[src/rtl/aes_byte_loader_pkg.sv]
// Shared encodings for the AES byte loader: key modes, byte counts, FSM states.
package aes_byte_loader_pkg;

    localparam logic [1:0] MODE_128  = 2'b00;
    localparam logic [1:0] MODE_192  = 2'b01;
    localparam logic [1:0] MODE_256  = 2'b10;
    localparam logic [1:0] MODE_RSVD = 2'b11;

    localparam logic [5:0] KEY_BYTES_128 = 6'd16;
    localparam logic [5:0] KEY_BYTES_192 = 6'd24;
    localparam logic [5:0] KEY_BYTES_256 = 6'd32;
    localparam logic [5:0] BLOCK_BYTES   = 6'd16;

    localparam logic [1:0] ST_IDLE = 2'd0;
    localparam logic [1:0] ST_KEY  = 2'd1;
    localparam logic [1:0] ST_DATA = 2'd2;
    localparam logic [1:0] ST_HOLD = 2'd3;

    function automatic logic [5:0] key_bytes(input logic [1:0] mode);
        logic [5:0] n;
        case (mode)
            MODE_128: n = KEY_BYTES_128;
            MODE_192: n = KEY_BYTES_192;
            default:  n = KEY_BYTES_256;
        endcase
        return n;
    endfunction

endpackage

[src/rtl/aes_byte_loader.sv]
// Serial byte loader: assembles key and plaintext block for the AES stage,
// holding the frame until the downstream handshake completes.
module aes_byte_loader
    import aes_byte_loader_pkg::*;
#(
    parameter bit KEEP_KEY_EN = 1'b1
) (
    input  logic         clk,
    input  logic         rst_n,
    input  logic [7:0]   in_byte,
    input  logic         in_valid,
    output logic         in_ready,
    input  logic [1:0]   in_mode,
    input  logic         in_keep_key,
    output logic [0:127] out_block,
    output logic [0:255] out_key,
    output logic [1:0]   out_mode,
    output logic         out_valid,
    input  logic         out_ready,
    output logic         err_mode
);

    logic [1:0] state;
    logic [5:0] cnt;
    logic       key_loaded;
    logic       xfer;
    logic       keep_take;
    logic       key_last;
    logic       data_last;

    assign in_ready  = (state != ST_HOLD);
    assign out_valid = (state == ST_HOLD);
    assign xfer      = in_valid && in_ready;

    // Reuse needs a complete stored key of the very same size.
    assign keep_take = KEEP_KEY_EN && in_keep_key && key_loaded
                     && (in_mode == out_mode);
    assign key_last  = (cnt == key_bytes(out_mode) - 6'd1);
    assign data_last = (cnt == BLOCK_BYTES - 6'd1);

    always_ff @(posedge clk or negedge rst_n) begin
        if (!rst_n) begin
            state      <= ST_IDLE;
            cnt        <= '0;
            key_loaded <= 1'b0;
            err_mode   <= 1'b0;
            out_block  <= '0;
            out_key    <= '0;
            out_mode   <= MODE_128;
        end else begin
            err_mode <= 1'b0;
            case (state)
                ST_IDLE: begin
                    if (xfer) begin
                        if (in_mode == MODE_RSVD) begin
                            err_mode <= 1'b1;
                        end else if (keep_take) begin
                            out_block[0:7] <= in_byte;
                            cnt            <= 6'd1;
                            state          <= ST_DATA;
                        end else begin
                            out_key    <= {in_byte, 248'b0};
                            out_mode   <= in_mode;
                            key_loaded <= 1'b0;
                            cnt        <= 6'd1;
                            state      <= ST_KEY;
                        end
                    end
                end
                ST_KEY: begin
                    if (xfer) begin
                        out_key[{cnt[4:0], 3'b000} +: 8] <= in_byte;
                        if (key_last) begin
                            cnt        <= '0;
                            key_loaded <= 1'b1;
                            state      <= ST_DATA;
                        end else begin
                            cnt <= cnt + 6'd1;
                        end
                    end
                end
                ST_DATA: begin
                    if (xfer) begin
                        out_block[{cnt[3:0], 3'b000} +: 8] <= in_byte;
                        if (data_last) begin
                            cnt   <= '0;
                            state <= ST_HOLD;
                        end else begin
                            cnt <= cnt + 6'd1;
                        end
                    end
                end
                ST_HOLD: begin
                    if (out_ready) begin
                        state <= ST_IDLE;
                    end
                end
                default: state <= ST_IDLE;
            endcase
        end
    end

endmodule

[config.mk]
export PLATFORM = sky130hd
export DESIGN_NAME = aes_byte_loader
export DESIGN_NICKNAME = d
export VERILOG_FILES = /design/src/rtl/aes_byte_loader_pkg.sv /design/src/rtl/aes_byte_loader.sv
export SDC_FILE = /design/constraint.sdc
export NUM_CORES = 1
export LEC_CHECK = 0
export ABC_AREA = 0
export ABC_CLOCK_PERIOD_IN_PS = 2100
export BUFFER_PORTS_ARGS = -buffer_cell sky130_fd_sc_hd__buf_2
export CELL_PAD_IN_SITES_DETAIL_PLACEMENT = 1
export CELL_PAD_IN_SITES_GLOBAL_PLACEMENT = 1
export CORE_AREA = 2 2 209 211
export DETAILED_ROUTE_END_ITERATION = 7
export DIE_AREA = 0 0 211 213
export PLACE_DENSITY = 0.87
export SLEW_MARGIN = 20
export SYNTH_ARGS = -nofsm -noshare
export SYNTH_HDL_FRONTEND = slang
export SYNTH_SLANG_ARGS = --single-unit
[constraint.sdc]
create_clock -name clk -period 2.1 [get_ports clk]
set_input_delay 0 -clock clk [delete_from_list [all_inputs] [get_ports clk]]
set_output_delay 0 -clock clk [all_outputs]
set_load 0.01 [all_outputs]
==> results of run 1 <==
-- what timing repair did --
action                                  4_1_cts  5_1_grt
pin swaps                                     4       12
cloned                                        0        0
gates resized for setup                      41       59
buffers inserted                              3        6
endpoints found under the setup margin      271      300
hold buffers                                 17        0
endpoints found under the hold margin       441        0
-- power by group through the flow --
stage          sequential, W  clock, W  combinational, W
2_1_floorplan        0.00864         0           0.00243
3_3_place_gp         0.00846         0           0.00478
3_5_place_dp         0.00850         0           0.00498
4_1_cts              0.00838   0.00795           0.00523
5_1_grt              0.00843   0.00826           0.00596
6_report             0.00840   0.00783           0.00558
-- path summary, 6_finish.rpt --
path | end | slack, ns | cells past startpoint | startpoint
worst max register to register | cnt[3]$_DFFE_PN0P_ | 0.04 | 9 | state[1]$_DFFE_PN0P_
worst min register to register | out_block[24]$_DFFE_PN0P_ | 0.48 | 2 | out_block[24]$_DFFE_PN0P_
max in group asynchronous | out_key[96]$_DFFE_PN0P_ | 0.72 | 4 | rst_n
worst max-delay path | cnt[3]$_DFFE_PN0P_ | 0.04 | 9 | state[1]$_DFFE_PN0P_
min in group asynchronous | out_key[59]$_DFFE_PN0P_ | 0.53 | 3 | rst_n
worst min-delay path | state[0]$_DFFE_PN0P_ | 0.14 | 5 | out_ready
-- cells in the final DEF, fill, tap and decap left out, drive strengths merged, types with 2 or more instances in the layout --
master / Yosys / final
nand2b: 9 / 9
and2: 11 / 11
inv: 8 / 11
nand2: 243 / 243
dlygate4sd3: 0 / 16
and3: 4 / 4
o21ai: 153 / 153
a21oi: 4 / 4
ha: 10 / 10
bufinv: 0 / 5
clkinv: 1 / 11
o211ai: 5 / 5
nor2: 59 / 59
nor2b: 8 / 8
mux2: 40 / 40
clkinvlp: 0 / 3
clkbuf: 38 / 55
o22ai: 3 / 3
a32o: 22 / 22
buf: 29 / 515
o2bb2ai: 97 / 97
nand4: 2 / 2
a22o: 106 / 106
or2: 4 / 4
dfrtp: 396 / 396
o21a: 2 / 2
or3: 12 / 12
a2bb2oi: 32 / 32
nand3: 35 / 35
o31ai: 2 / 2
nor3: 20 / 20
xnor2: 2 / 2
-- through the flow --
| stage | setup TNS (ns) | worst slack, ns | hold WS [ns] | total power [W] |
|---|---|---|---|---|
| after detailed placement | -20.87 | -0.259 | 0.0109 | 0.0135 |
| after floorplan | 0 | 0.0463 | -0.296 | 0.0111 |
| final | 0 | 0.0396 | 0.140 | 0.0218 |
| after global placement | -1.76 | -0.0711 | 0.00922 | 0.0132 |
| after CTS | -0.0685 | -0.0269 | 0.0847 | 0.0215 |
| after global routing | -1.63 | -0.0505 | 0.183 | 0.0227 |
-- final cells by class --
cell class,instances,area [sq um],share of cell area [%]
antenna,1,2.50,0.0117
clock buffer,55,1170,5.47
clock inverter,21,246,1.15
inverter,9,37.5,0.175
multi-input combinational,897,6130,28.6
sequential,396,9910,46.3
tap,546,683,3.19
timing repair buffer,531,3220,15.0
-- layer usage --
metal	share of wire (%)	track usage [%]	vias to the layer above
li1	-	-	6019
met1	40	35.1	7359
met2	49	48.2	551
met3	6.3	6.31	167
met4	4.3	11.8	0
met5	0	0	-
-- cell families (layout without fill, tap and decap cells) --
kind of cell             count (synthesis)  after routing
multiplexers                            40             40
buffers and inverters                   76            616
flip-flops                             396            396
other                                    0              1
XOR/XNOR                                 2              2
adder cells (fa/ha/maj)                 10             10
AO/OA/AOI/OAI                          433            433
AND/OR/NAND/NOR                        412            412
-- state kept, by name (all words and copies together), names as in the netlist --
name        cells
out_key       256
key_loaded      1
state           2
out_block     128
err_mode        1
cnt             6
out_mode        2
-- critical path: stages, from the launching register on --
cell      delay (ns)
dfrtp_2         0.44
inv_2           0.10
ha_4            0.17
buf_4           0.13
or2_2           0.16
o211ai_1        0.11
buf_4           0.17
or3_1           0.40
a211oi_2        0.22
a21o_1          0.10
==> results.ini, run 1 <==
[cells_and_area]
fin_area_sq_um = 21400
drive_above_1_share_pct = 38.6
finalNonFillerCells = 2456
fill_cells = 4567
area.growth.synth_to_final_pct = 33.1
finalCoreUtilization_pct = 50.1
nets = 1903

[synth]
synthAdderAreaFrac_pct = 0.779
synth.most_common_cell = dfrtp_1
synthArstFlopShare_pct = 100
synth_enable_flop_cells = 0
yosysSeqAreaShare_pct = 61.7
syn_area_sq_um = 16100
synthDominantCellAreaShare_pct = 61.7
synthTopCellsByCount = 396 x dfrtp_1, 240 x nand2_1, 109 x o21ai_0
synth_top_family_by_area = compound AO/OA/AOI/OAI gates
synth_cell_types = 62
synth_seq_cells = 396
synth_nets = 1394
avgSynthCellArea_sq_um = 11.7
synth-simple-area-share_pct = 12.1
synth_compound_area_share_pct = 20.2
synth_mux_area_share_pct = 2.80
yosysWarnings = 0
synth_xor_xnor_area_share_pct = 0.109
ys.flop_type = dfrtp_1
synthTopCellsByArea = dfrtp_1 62%, a22o_1 5.8%, nand2_1 5.6%
synth_area_leader_cell = dfrtp_1
synth_cells = 1369

[power]
p_sw_w = 0.00743
internal_power_w = 0.0144
p_sw_share_pct = 34.0
power_frac_comb_pct = 25.6
pwr-share-clk_pct = 35.9
power_leakage_nw = 10.8
powerDensity_nw_per_um2 = 1020
peakVddDrop_v = 0.000534
seqPwrFrac_pct = 38.5

[sta]
worstMarginPinSlew_ns = 0.669
finalHoldViolCount = 0
finalCritPeriodShare_pct = 98.1
max_clock_freq_mhz = 485
finClkSkew_ns = 0.0226
min_period_ns = 2.06
drv_slew = 0
finalSetupViolCount = 0
slew_headroom_pct = 55.4

[place]
port-buffer-count = 403
hpwl_mm = 45.5
place_area_sq_um = 19400
place_inst = 2354
gp_congestion = 0.887

[cts]
cts_made_buffers = 43
clock-root-buffer = clkbuf_16
cts_max_level = 2
clockBufferDepth = 3
clkSinkCount = 396
cts_tree = yes
clk_pin_slew_worst_paths_ns = 0.06
insertion_delay_ns = 0.58

[route]
wire_per_inst_um = 26.3
route.vias.total = 14100
detail-route-antenna-nets = 0
first_iter_violations = 1082
viasPerCell = 5.74
drtPass1Iterations = 5
drc = 0
wl_mm = 64.7

[worst_setup_path]
cp-end-kind = flop
crit_required_ns = 2.61
critPathMaxFanout = 6
start_kind = flop
worstPathArrival_ns = 2.57
criticalPathCategory = flop to flop

[floorplanning]
num_rows = 76
core_sq_um = 42700
ios = 404
die_h_um = 213
die_area_sq_um = 44900
die_w_um = 211
start_util_pct = 37.6

[job]
drv_cap = 0

[run_status]
status = finished clean

[grt]
grt_max_degree = 74
track_usage_pct = 28.4
first_global_vias = 15200
overflow = 0
antenna_found_initial = 1
grt_pass1_wl_mm = 96.4

[min_path]
hp-class = primary input to flop

No activity file was read; power rests on OpenSTA's default activity.
==> inputs of run 2 (changes only) <==
--- a/config.mk
+++ b/config.mk
@@ -13,6 +13,7 @@
 export CORE_AREA = 2 2 209 211
 export DETAILED_ROUTE_END_ITERATION = 7
 export DIE_AREA = 0 0 211 213
+export MAX_ROUTING_LAYER = met4
 export PLACE_DENSITY = 0.87
 export SLEW_MARGIN = 20
 export SYNTH_ARGS = -nofsm -noshare
==> results.ini, run 2 (synthesis gave the netlist of run 1 again) <==
[grt]
overflow = 0
first_global_vias = 15200
track_usage_pct = 29.2
grt_pass1_wl_mm = 96.3
antenna_found_initial = 1
grt_max_degree = 74

[cts]
insertion_delay_ns = 0.58
clock-root-buffer = clkbuf_16
clockBufferDepth = 3
cts_made_buffers = 43
cts_tree = yes
clk_pin_slew_worst_paths_ns = 0.06
clkSinkCount = 396
cts_max_level = 2

[min_path]
hold_depth = 5
hp-class = primary input to flop
min_from = out_ready
hold_end = state[0]$_DFFE_PN0P_

[cells_and_area]
fin_area_sq_um = 21400
top_register = out_key
drive_above_1_share_pct = 38.6
largest_reg_flops = 256
top_regs = out_key x256, out_block x128, cnt x6
layout_common_cells = 402 x buf_2, 395 x dfrtp_1, 216 x nand2_1
layout_commonest_cell = buf_2
area.growth.synth_to_final_pct = 33.4
nets = 1904
finalCoreUtilization_pct = 50.2

[worst_setup_path]
cp-end-kind = flop
worstPathArrival_ns = 2.62
reg2reg_to = cnt[3]$_DFFE_PN0P_
r2r_slack_ns = -0.02
start_kind = flop
r2r_cells = 9
critPathMaxFanout = 6
crit_required_ns = 2.61
reg2reg_from = state[1]$_DFFE_PN0P_
criticalPathCategory = flop to flop

[sta]
finClkSkew_ns = 0.0226
finalSetupViolCount = 1
max_clock_freq_mhz = 473
setup_tns_ns = -0.0158
worstMarginPinSlew_ns = 0.671
finalWorstSetupSlack_ns = -0.0158
finalHoldViolCount = 0
rsz0062_at_grt = yes
drv_slew = 0
finalCritPeriodShare_pct = 101
min_period_ns = 2.12
finalHoldWorstSlack_ns = 0.138
slew_headroom_pct = 55.2

[power]
peakVddDrop_v = 0.000534
powerDensity_nw_per_um2 = 1020
power_leakage_nw = 10.9

[route]
first_iter_violations = 1126
viasPerCell = 5.75
detail-route-antenna-nets = 0
drc = 0
wl_mm = 64.6
drtPass1Iterations = 5
wire_per_inst_um = 26.3
route.vias.total = 14100

[floorplanning]
num_rows = 76
core_sq_um = 42700
start_util_pct = 37.6
die_h_um = 213
die_w_um = 211
ios = 404
die_area_sq_um = 44900

[place]
place_area_sq_um = 19400
gp_congestion = 0.902
hpwl_mm = 45.5
port-buffer-count = 403

[run_status]
violations = negative setup slack
status = finished, violations left

[job]
drv_cap = 0

## run 2: cell type report
class | count | area [sq um]
diodes | 1 | 2.50
clock inverters | 21 | 246
inverters | 9 | 37.5
flip-flops and latches | 396 | 9910
repair buffers | 532 | 3250
well taps | 546 | 683
fillers | 4576 | 21300
multi-input cells | 897 | 6140
clock buffers | 55 | 1170
## run 2: stage by stage
stage | total power, W | setup WS [ns] | instances
finish | 0.0218 | -0.0158 | 2457
global route | 0.0226 | -0.0829 | 2457
CTS | 0.0215 | -0.0269 | 2450
detailed placement | 0.0135 | -0.259 | 2354
global placement | 0.0132 | -0.0711 | 2354
floorplan | 0.0111 | 0.0463 | 1369
## run 2: worst max-delay path by stage
| stage | start | to | slack, ns | cells after the start |
|---|---|---|---|---|
| 2_1_floorplan | cnt[1]$_DFFE_PN0P_ | out_block[0]$_DFFE_PN0P_ | 0.05 | 9 |
| 3_3_place_gp | state[1]$_DFFE_PN0P_ | out_key[76]$_DFFE_PN0P_ | -0.07 | 8 |
| 3_5_place_dp | state[1]$_DFFE_PN0P_ | out_key[40]$_DFFE_PN0P_ | -0.26 | 8 |
| 4_1_cts | state[1]$_DFFE_PN0P_ | out_key[239]$_DFFE_PN0P_ | -0.03 | 7 |
| 5_1_grt | state[1]$_DFFE_PN0P_ | cnt[3]$_DFFE_PN0P_ | -0.08 | 9 |
| 6_report | state[1]$_DFFE_PN0P_ | cnt[3]$_DFFE_PN0P_ | -0.02 | 9 |
## run 2: what timing repair did
action	4_1_cts	5_1_grt
pin swaps	4	15
gates resized for setup	41	56
hold buffers	17	0
buffers inserted	3	7
endpoints found under the hold margin	441	0
endpoints found under the setup margin	271	302
## run 2: critical path: stages, from the launching register on
cell and delay, ns:
dfrtp_1 0.44, inv_2 0.13, ha_4 0.18, buf_4 0.15, or2_2 0.17, o211ai_1 0.13
buf_4 0.17, or3_1 0.36, a211oi_1 0.22, a21o_1 0.11
## run 2: metal layers
metal / share of wire, % / wire length (um) / up-vias / global-route usage, %
li1: - / - / 6016 / -
met1: 40 / 25900 / 7367 / 35.0
met2: 49 / 31800 / 574 / 48.3
met3: 6.2 / 3990 / 174 / 6.21
met4: 4.5 / 2880 / 0 / 11.8
met5: 0 / 0 / - / -
## run 2: power breakdown
part	internal [W]	total (W)	switching [W]	leakage, nW
clock network	0.00456	0.00784	0.00327	0.702
logic	0.00176	0.00558	0.00381	4.66
registers	0.00805	0.00839	0.000335	5.49
total	0.0144	0.0218	0.00742	10.9
